File: config.mk
export PLATFORM = sky130hd
export DESIGN_NAME = utf8_decoder
export DESIGN_NICKNAME = d
export VERILOG_FILES = /design/src/rtl/utf8_pkg.sv /design/src/rtl/utf8_lead_classify.sv /design/src/rtl/utf8_decoder.sv
export SDC_FILE = /design/constraint.sdc
export NUM_CORES = 1
export LEC_CHECK = 0
export CAP_MARGIN = 30
export CORE_MARGIN = 3
export CORE_UTILIZATION = 54
export CTS_CLUSTER_DIAMETER = 200
export DETAILED_ROUTE_END_ITERATION = 7
export GPL_TIMING_DRIVEN = 0
export PLACE_DENSITY = 0.8
export SLEW_MARGIN = 15
export SYNTH_ARGS = -nofsm -noshare
export SYNTH_HDL_FRONTEND = slang
export SYNTH_SLANG_ARGS = --single-unit
File: constraint.sdc
create_clock -name clock -period 3 [get_ports clock]
set_input_delay 0.3 -clock clock [delete_from_list [all_inputs] [get_ports clock]]
set_output_delay 0.3 -clock clock [all_outputs]
set_load 0.05 [all_outputs]
File: src/rtl/utf8_pkg.sv
// rtl/utf8_pkg.sv - shared types and constants for the UTF-8 decoder
package utf8_pkg;

  localparam logic [20:0] CP_REPLACEMENT = 21'h00FFFD;
  localparam logic [20:0] CP_BOM         = 21'h00FEFF;

  typedef enum logic {
    START = 1'b0,
    CONT  = 1'b1
  } state_t;

  typedef struct packed {
    logic [1:0] len;
    logic [6:0] init_bits;
    logic [7:0] lo;
    logic [7:0] hi;
    logic       invalid;
  } lead_info_t;

endpackage

File: src/rtl/utf8_lead_classify.sv
// rtl/utf8_lead_classify.sv - maps a lead byte to sequence length, payload bits and second-byte bounds
module utf8_lead_classify
  import utf8_pkg::*;
(
  input  logic [7:0] lead_byte,
  output lead_info_t info
);

  always_comb begin
    info.len       = 2'd0;
    info.init_bits = 7'd0;
    info.lo        = 8'h80;
    info.hi        = 8'hBF;
    info.invalid   = 1'b1;
    if (lead_byte < 8'h80) begin
      info.invalid   = 1'b0;
      info.init_bits = lead_byte[6:0];
    end else if (lead_byte >= 8'hC2 && lead_byte <= 8'hDF) begin
      info.invalid   = 1'b0;
      info.len       = 2'd1;
      info.init_bits = {2'b00, lead_byte[4:0]};
    end else if (lead_byte >= 8'hE0 && lead_byte <= 8'hEF) begin
      info.invalid   = 1'b0;
      info.len       = 2'd2;
      info.init_bits = {3'b000, lead_byte[3:0]};
      // E0 rejects overlongs, ED rejects surrogates
      if (lead_byte == 8'hE0) info.lo = 8'hA0;
      if (lead_byte == 8'hED) info.hi = 8'h9F;
    end else if (lead_byte >= 8'hF0 && lead_byte <= 8'hF4) begin
      info.invalid   = 1'b0;
      info.len       = 2'd3;
      info.init_bits = {4'b0000, lead_byte[2:0]};
      if (lead_byte == 8'hF0) info.lo = 8'h90;
      if (lead_byte == 8'hF4) info.hi = 8'h8F;
    end
  end

endmodule

File: src/rtl/utf8_decoder.sv
// rtl/utf8_decoder.sv - streaming UTF-8 to scalar decoder with U+FFFD substitution and BOM strip
module utf8_decoder
  import utf8_pkg::*;
#(
  parameter int STRIP_BOM = 1,
  parameter int ERR_W     = 16
) (
  input  logic             clock,
  input  logic             reset,
  input  logic [7:0]       in_data,
  input  logic             in_valid,
  output logic             in_ready,
  output logic [20:0]      out_cp,
  output logic             out_err,
  output logic             out_valid,
  input  logic             out_ready,
  output logic             bom_seen,
  output logic [ERR_W-1:0] err_count
);

  state_t      state, state_n;
  logic [1:0]  rem, rem_n;
  logic [20:0] acc, acc_n;
  logic [7:0]  lo, lo_n, hi, hi_n;
  logic        first_scalar;
  lead_info_t  lead;

  logic        slot_free, in_bounds, replay;
  logic        emit, emit_err;
  logic [20:0] emit_cp;
  logic        is_bom, load;

  utf8_lead_classify u_classify (
    .lead_byte (in_data),
    .info      (lead)
  );

  assign slot_free = !out_valid || out_ready;
  assign in_bounds = (in_data >= lo) && (in_data <= hi);
  // An out-of-bounds continuation byte is not consumed; it is replayed as a lead byte.
  assign replay    = (state == CONT) && !in_bounds;
  assign in_ready  = slot_free && !replay;

  always_comb begin
    state_n  = state;
    rem_n    = rem;
    acc_n    = acc;
    lo_n     = lo;
    hi_n     = hi;
    emit     = 1'b0;
    emit_cp  = '0;
    emit_err = 1'b0;
    if (in_valid && slot_free) begin
      if (state == START) begin
        if (lead.invalid) begin
          emit     = 1'b1;
          emit_cp  = CP_REPLACEMENT;
          emit_err = 1'b1;
        end else if (lead.len == 2'd0) begin
          emit    = 1'b1;
          emit_cp = {14'd0, lead.init_bits};
        end else begin
          state_n = CONT;
          rem_n   = lead.len;
          acc_n   = {14'd0, lead.init_bits};
          lo_n    = lead.lo;
          hi_n    = lead.hi;
        end
      end else if (in_bounds) begin
        acc_n = (acc << 6) | {15'd0, in_data[5:0]};
        lo_n  = 8'h80;
        hi_n  = 8'hBF;
        if (rem == 2'd1) begin
          emit    = 1'b1;
          emit_cp = acc_n;
          state_n = START;
        end else begin
          rem_n = rem - 2'd1;
        end
      end else begin
        emit     = 1'b1;
        emit_cp  = CP_REPLACEMENT;
        emit_err = 1'b1;
        state_n  = START;
      end
    end
  end

  assign is_bom = emit && !emit_err && first_scalar && (emit_cp == CP_BOM);
  assign load   = emit && !((STRIP_BOM != 0) && is_bom);

  always_ff @(posedge clock) begin
    if (reset) begin
      state        <= START;
      rem          <= 2'd0;
      acc          <= '0;
      lo           <= 8'h80;
      hi           <= 8'hBF;
      first_scalar <= 1'b1;
      out_valid    <= 1'b0;
      out_cp       <= '0;
      out_err      <= 1'b0;
      bom_seen     <= 1'b0;
      err_count    <= '0;
    end else begin
      state <= state_n;
      rem   <= rem_n;
      acc   <= acc_n;
      lo    <= lo_n;
      hi    <= hi_n;
      if (emit) first_scalar <= 1'b0;
      if (is_bom) bom_seen <= 1'b1;
      if (load) begin
        out_valid <= 1'b1;
        out_cp    <= emit_cp;
        out_err   <= emit_err;
        if (emit_err && !(&err_count))
          err_count <= err_count + {{(ERR_W-1){1'b0}}, 1'b1};
      end else if (out_ready) begin
        out_valid <= 1'b0;
      end
    end
  end

endmodule

==> results of run 1 <==
[cells in the final DEF, fill, tap and decap left out, types with 7 or more instances in the layout]
cell type                         instances
sky130_fd_sc_hd__dfxtp_1                 63
sky130_fd_sc_hd__clkdlybuf4s50_1         47
sky130_fd_sc_hd__nand2_1                 34
sky130_fd_sc_hd__clkbuf_1                21
sky130_fd_sc_hd__inv_1                   16
sky130_fd_sc_hd__nand3_1                 16
sky130_fd_sc_hd__a32o_1                  15
sky130_fd_sc_hd__a21oi_1                 14
sky130_fd_sc_hd__nor2b_1                 14
sky130_fd_sc_hd__nor2_1                  14
sky130_fd_sc_hd__or4_1                   10
sky130_fd_sc_hd__mux2i_1                 10
sky130_fd_sc_hd__a211oi_1                10
sky130_fd_sc_hd__nand4_1                  9
sky130_fd_sc_hd__clkbuf_8                 9
sky130_fd_sc_hd__o31ai_1                  8
sky130_fd_sc_hd__and3_1                   7
sky130_fd_sc_hd__buf_2                    7
sky130_fd_sc_hd__and4_1                   7
sky130_fd_sc_hd__nor4_1                   7
sky130_fd_sc_hd__a2111oi_0                7
[cells by family after synthesis]
kind of cell | synth area share (%)
simple gates | 24.3
compound gates | 24.5
flops | 36.1
buf+inv | 6.58
mux | 6.40
fa+ha+maj | 2.15
[worst register-to-register path: cells and delay by family (launching register included)]
kind | cells | cell delay, ns
and+or+nand+nor | 2 | 0.64
DFF | 1 | 0.33
buffers and inverters | 1 | 0.25
muxes | 1 | 0.35
AOI/OAI and AO/OA | 2 | 0.97
[power groups by stage]
stage	clock network, uW	registers, uW	logic, uW
after floorplan	0	961	182
after global placement	0	900	355
after detailed placement	0	900	361
after CTS	758	881	362
after global routing	794	885	395
final	756	881	372
[Yosys cell counts, types with 3 or more instances]
cell	count	share of area, %
sky130_fd_sc_hd__nand3_1	16	2.3
sky130_fd_sc_hd__inv_1	16	1.7
sky130_fd_sc_hd__mux2_2	5	1.6
sky130_fd_sc_hd__nor3b_1	5	1.1
sky130_fd_sc_hd__buf_4	5	1.1
sky130_fd_sc_hd__o31ai_1	9	1.9
sky130_fd_sc_hd__or2_2	4	0.72
sky130_fd_sc_hd__ha_1	6	2.1
sky130_fd_sc_hd__mux2i_1	10	2.9
sky130_fd_sc_hd__a221oi_1	5	1.3
sky130_fd_sc_hd__or3_1	4	0.72
sky130_fd_sc_hd__o311ai_0	3	0.75
sky130_fd_sc_hd__nand2b_1	3	0.54
sky130_fd_sc_hd__nor4_1	8	1.4
sky130_fd_sc_hd__a211oi_1	10	2.1
sky130_fd_sc_hd__a32o_1	15	4.3
sky130_fd_sc_hd__a2111oi_0	7	1.8
sky130_fd_sc_hd__and3_1	7	1.3
sky130_fd_sc_hd__nor2b_1	14	2.5
sky130_fd_sc_hd__o22ai_1	4	0.72
sky130_fd_sc_hd__a21o_1	3	0.64
sky130_fd_sc_hd__nand4_1	9	1.6
sky130_fd_sc_hd__o21ai_0	3	0.43
sky130_fd_sc_hd__and4_1	7	1.8
sky130_fd_sc_hd__mux2_1	6	1.9
sky130_fd_sc_hd__a31oi_1	3	0.54
sky130_fd_sc_hd__dfxtp_1	63	36
sky130_fd_sc_hd__clkbuf_1	21	2.3
sky130_fd_sc_hd__nor3_1	5	0.72
sky130_fd_sc_hd__nand2_1	34	3.6
sky130_fd_sc_hd__a21oi_1	14	2.0
sky130_fd_sc_hd__buf_2	7	1.0
sky130_fd_sc_hd__or4_1	10	2.1
sky130_fd_sc_hd__nor2_1	14	1.5
[layout make-up]
class / instances / area [um^2] / share of cell area (%)
Buffer: 35 / 166 / 3.87
Clock buffer: 9 / 124 / 2.88
Clock inverter: 7 / 72.6 / 1.69
Inverter: 17 / 63.8 / 1.48
Multi-Input combinational cell: 281 / 2040 / 47.5
Sequential cell: 63 / 1260 / 29.3
Tap cell: 75 / 93.8 / 2.18
Timing Repair Buffer: 48 / 475 / 11.1
[sequential cells by signal (all words and copies together), names as in the netlist]
name	flops
lo	2
rem	2
acc	15
state	1
bom_seen	1
hi	2
first_scalar	1
out_cp	21
err_count	16
out_err	1
out_valid	1
[metrics by stage]
| step | power [uW] | instance area [um^2] |
|---|---|---|
| global placement | 1250 | 4070 |
| CTS | 2000 | 4270 |
| finish | 2010 | 4300 |
| global route | 2070 | 4300 |
| detailed placement | 1260 | 4070 |
| floorplan | 1140 | 3500 |
[layer usage]
layer	part of all wire (%)	GRT usage, %	vias up
li1	-	-	1643
met1	44	40.6	1729
met4	2.2	11.5	0
met2	46	46.3	195
met5	0	0	-
met3	7.9	5.70	24
[timing repair]
| action | in CTS | in global routing |
|---|---|---|
| resized for setup | 2 | 7 |
| pin swaps | 0 | 0 |
| endpoints found under the setup margin | 28 | 21 |
[final timing paths]
kind	start	endpoint	slack (ns)	cells after the start
max	in_data[4]	err_count[15]	0.14	10
min	in_data[0]	acc[0]	0.31	3
max reg2reg	acc[14]	out_cp[12]	0.35	6
min reg2reg	out_cp[1]	out_cp[1]	0.46	2
==> results summary, run 1 <==
The flow ran to the end, and the final reports show no timing, DRC or antenna violations. The level count of the clock H-tree is 3. The final weighted congestion in routability-driven placement is 0.967. Setup repair after global routing could not meet its margin everywhere. The critical path in this run is classified as primary input to flop. The detailed-router iteration count before antenna repair is 5. The worst clock skew is 0.00934 ns.

Data on the critical path arrives at its endpoint at 3.10 ns. TritonCTS built the clock tree. Internal power comes to 1370 uW. The cell class contributing the biggest share of worst-path delay is buffers and inverters. The wire length of the first global-routing pass came out at 17400 um. The placeable core area came out at 6100 um^2. After synthesis, the mean cell area works out to 8.83 um^2. The power per cell area came out at 468 nW/um^2. The clock root buffer is sky130_fd_sc_hd__clkbuf_8. In this run the cell area of the synthesized design comes to 3500 um^2.

The sequential element share of the synthesized area came out at 36.1%. For the pin with the worst max-slew slack, the measured transition is 0.698 ns. Traced cell by cell, the critical path runs through clkdlybuf4s50_1 > buf_4 > inv_2 > ha_1 > and2_1 > a311oi_4 > nor3_4 > clkbuf_1 > nor4_1 > mux2_2.

The total instance count after detailed placement is 519. The final setup violation count is 0. Data on the critical path is required at its endpoint by 3.24 ns. The portion of total power attributed to sequential cells is 43.9%. The yosys synthesis warning count came out at 0.

The remaining number of nets flagged by the antenna check after routing came out at 0. The clock reaches the later pin of the worst-skew pair after 0.35 ns. The number of placement rows came out at 28.

The initial antenna violation count is 0. The net switching power is 644 uW. The number of remaining DRC errors is 0. After the last flow step, the layout net total stands at 473.

The x dimension of the die is 86.5 um. The total leakage power is 0.00152 uW. The detailed-route wire length per cell is 19.8 um. From synthesis to final layout, the design area changed by 22.9%. The via count of the first global-routing pass is 3434. The number of CTS-inserted buffers came out at 9. The worst-case IR drop observed on VDD is 0.470 mV.

The number of vias in the routed layout is 3591. The starting density of the core came out at 57.4%. The utilization after layout is 70.5%. The worst-case clock buffer depth is 2.

Yosys mapped the design onto 66 distinct sky130hd cell types. Entering global routing, the biggest net connects 13 pins. The fraction of power consumed by the clock network is 37.6%. The half-perimeter wire length of the detailed placement result came out at 7440 um.

The part of the power in combinational logic came out at 18.5%. The number of max-capacitance violations reported is 0. The antenna cell count is 0. The number of hold violations in the final report is 0. The die boundary height came out at 86.5 um. For this run, asynchronously set or reset flops after synthesis account for 0%. The fraction of power spent switching nets came out at 32.0%. The die area is 7480 um^2.

The number of buffers inserted to repair setup after CTS came out at 0. The global-route usage over all layers is 29.7%. During I/O placement, the number of pins put on the boundary was 53. The number of hold buffers added after CTS is 0. The remaining global-route overflow is 0.

The count of buffers from port buffering is 48. The worst hold path belongs to the class primary input to flop. The most common flop cell mapped by yosys is sky130_fd_sc_hd__dfxtp_1. For this run, the slowest stage of the critical path takes 0.52 ns. In this run the worst path has a maximum fanout of 10. The slowest stage of the critical path belongs to the cell sky130_fd_sc_hd__clkdlybuf4s50_1. The number of slew-limit violations in the final report is 0. The layout cell share with drive strength beyond 1 came out at 12.2%. Final hold analysis gives a worst-case slack of 0.305 ns. The fill cell instance count of the final layout is 524. The part of the cycle the worst path needs came out at 95.2%. The clock-pin slew on the worst setup and hold paths came out at 0.08 ns.

The number of clock sinks seen by CTS is 63. The minimum setup slack in the final design is 0.144 ns. The final non-filler cell total came out at 535. STA classifies the critical path startpoint as a primary input. The critical path contains buffers and inverters numbering 4 combined. The synthesized netlist net count is 414. For this block, the initial DRC count from the detailed router was 297. The setup TNS is 0 ns. The vias per cell is 6.71. Timing would allow up to 0.350 GHz. The number of instances in the synthesized netlist came out at 396. The routed design has 10600 um of wire. The synthesis-stage register bit count is 63.

The number of enable-type register cells in the synthesized netlist is 0. The worst pin sits at a relative slew slack of 53.0%. The worst setup path is captured at a flop. The smallest clock period supported by the final layout is computed as 2.86 ns.

OpenSTA, run right after detailed placement, puts the worst setup slack at -0.594 ns.
Power figures use the tool's default switching activity.
==> inputs of run 2 (changes only) <==
--- a/config.mk
+++ b/config.mk
@@ -5,10 +5,9 @@
 export SDC_FILE = /design/constraint.sdc
 export NUM_CORES = 1
 export LEC_CHECK = 0
-export CAP_MARGIN = 30
 export CORE_MARGIN = 3
 export CORE_UTILIZATION = 54
-export CTS_CLUSTER_DIAMETER = 200
+export CTS_CLUSTER_DIAMETER = 80
 export DETAILED_ROUTE_END_ITERATION = 7
 export GPL_TIMING_DRIVEN = 0
 export PLACE_DENSITY = 0.8
@@ -16,3 +15,4 @@
 export SYNTH_ARGS = -nofsm -noshare
 export SYNTH_HDL_FRONTEND = slang
 export SYNTH_SLANG_ARGS = --single-unit
+export TNS_END_PERCENT = 1
==> results of run 2 <==
Same layout as run 1: the final DEF is identical, and so are final timing and power.
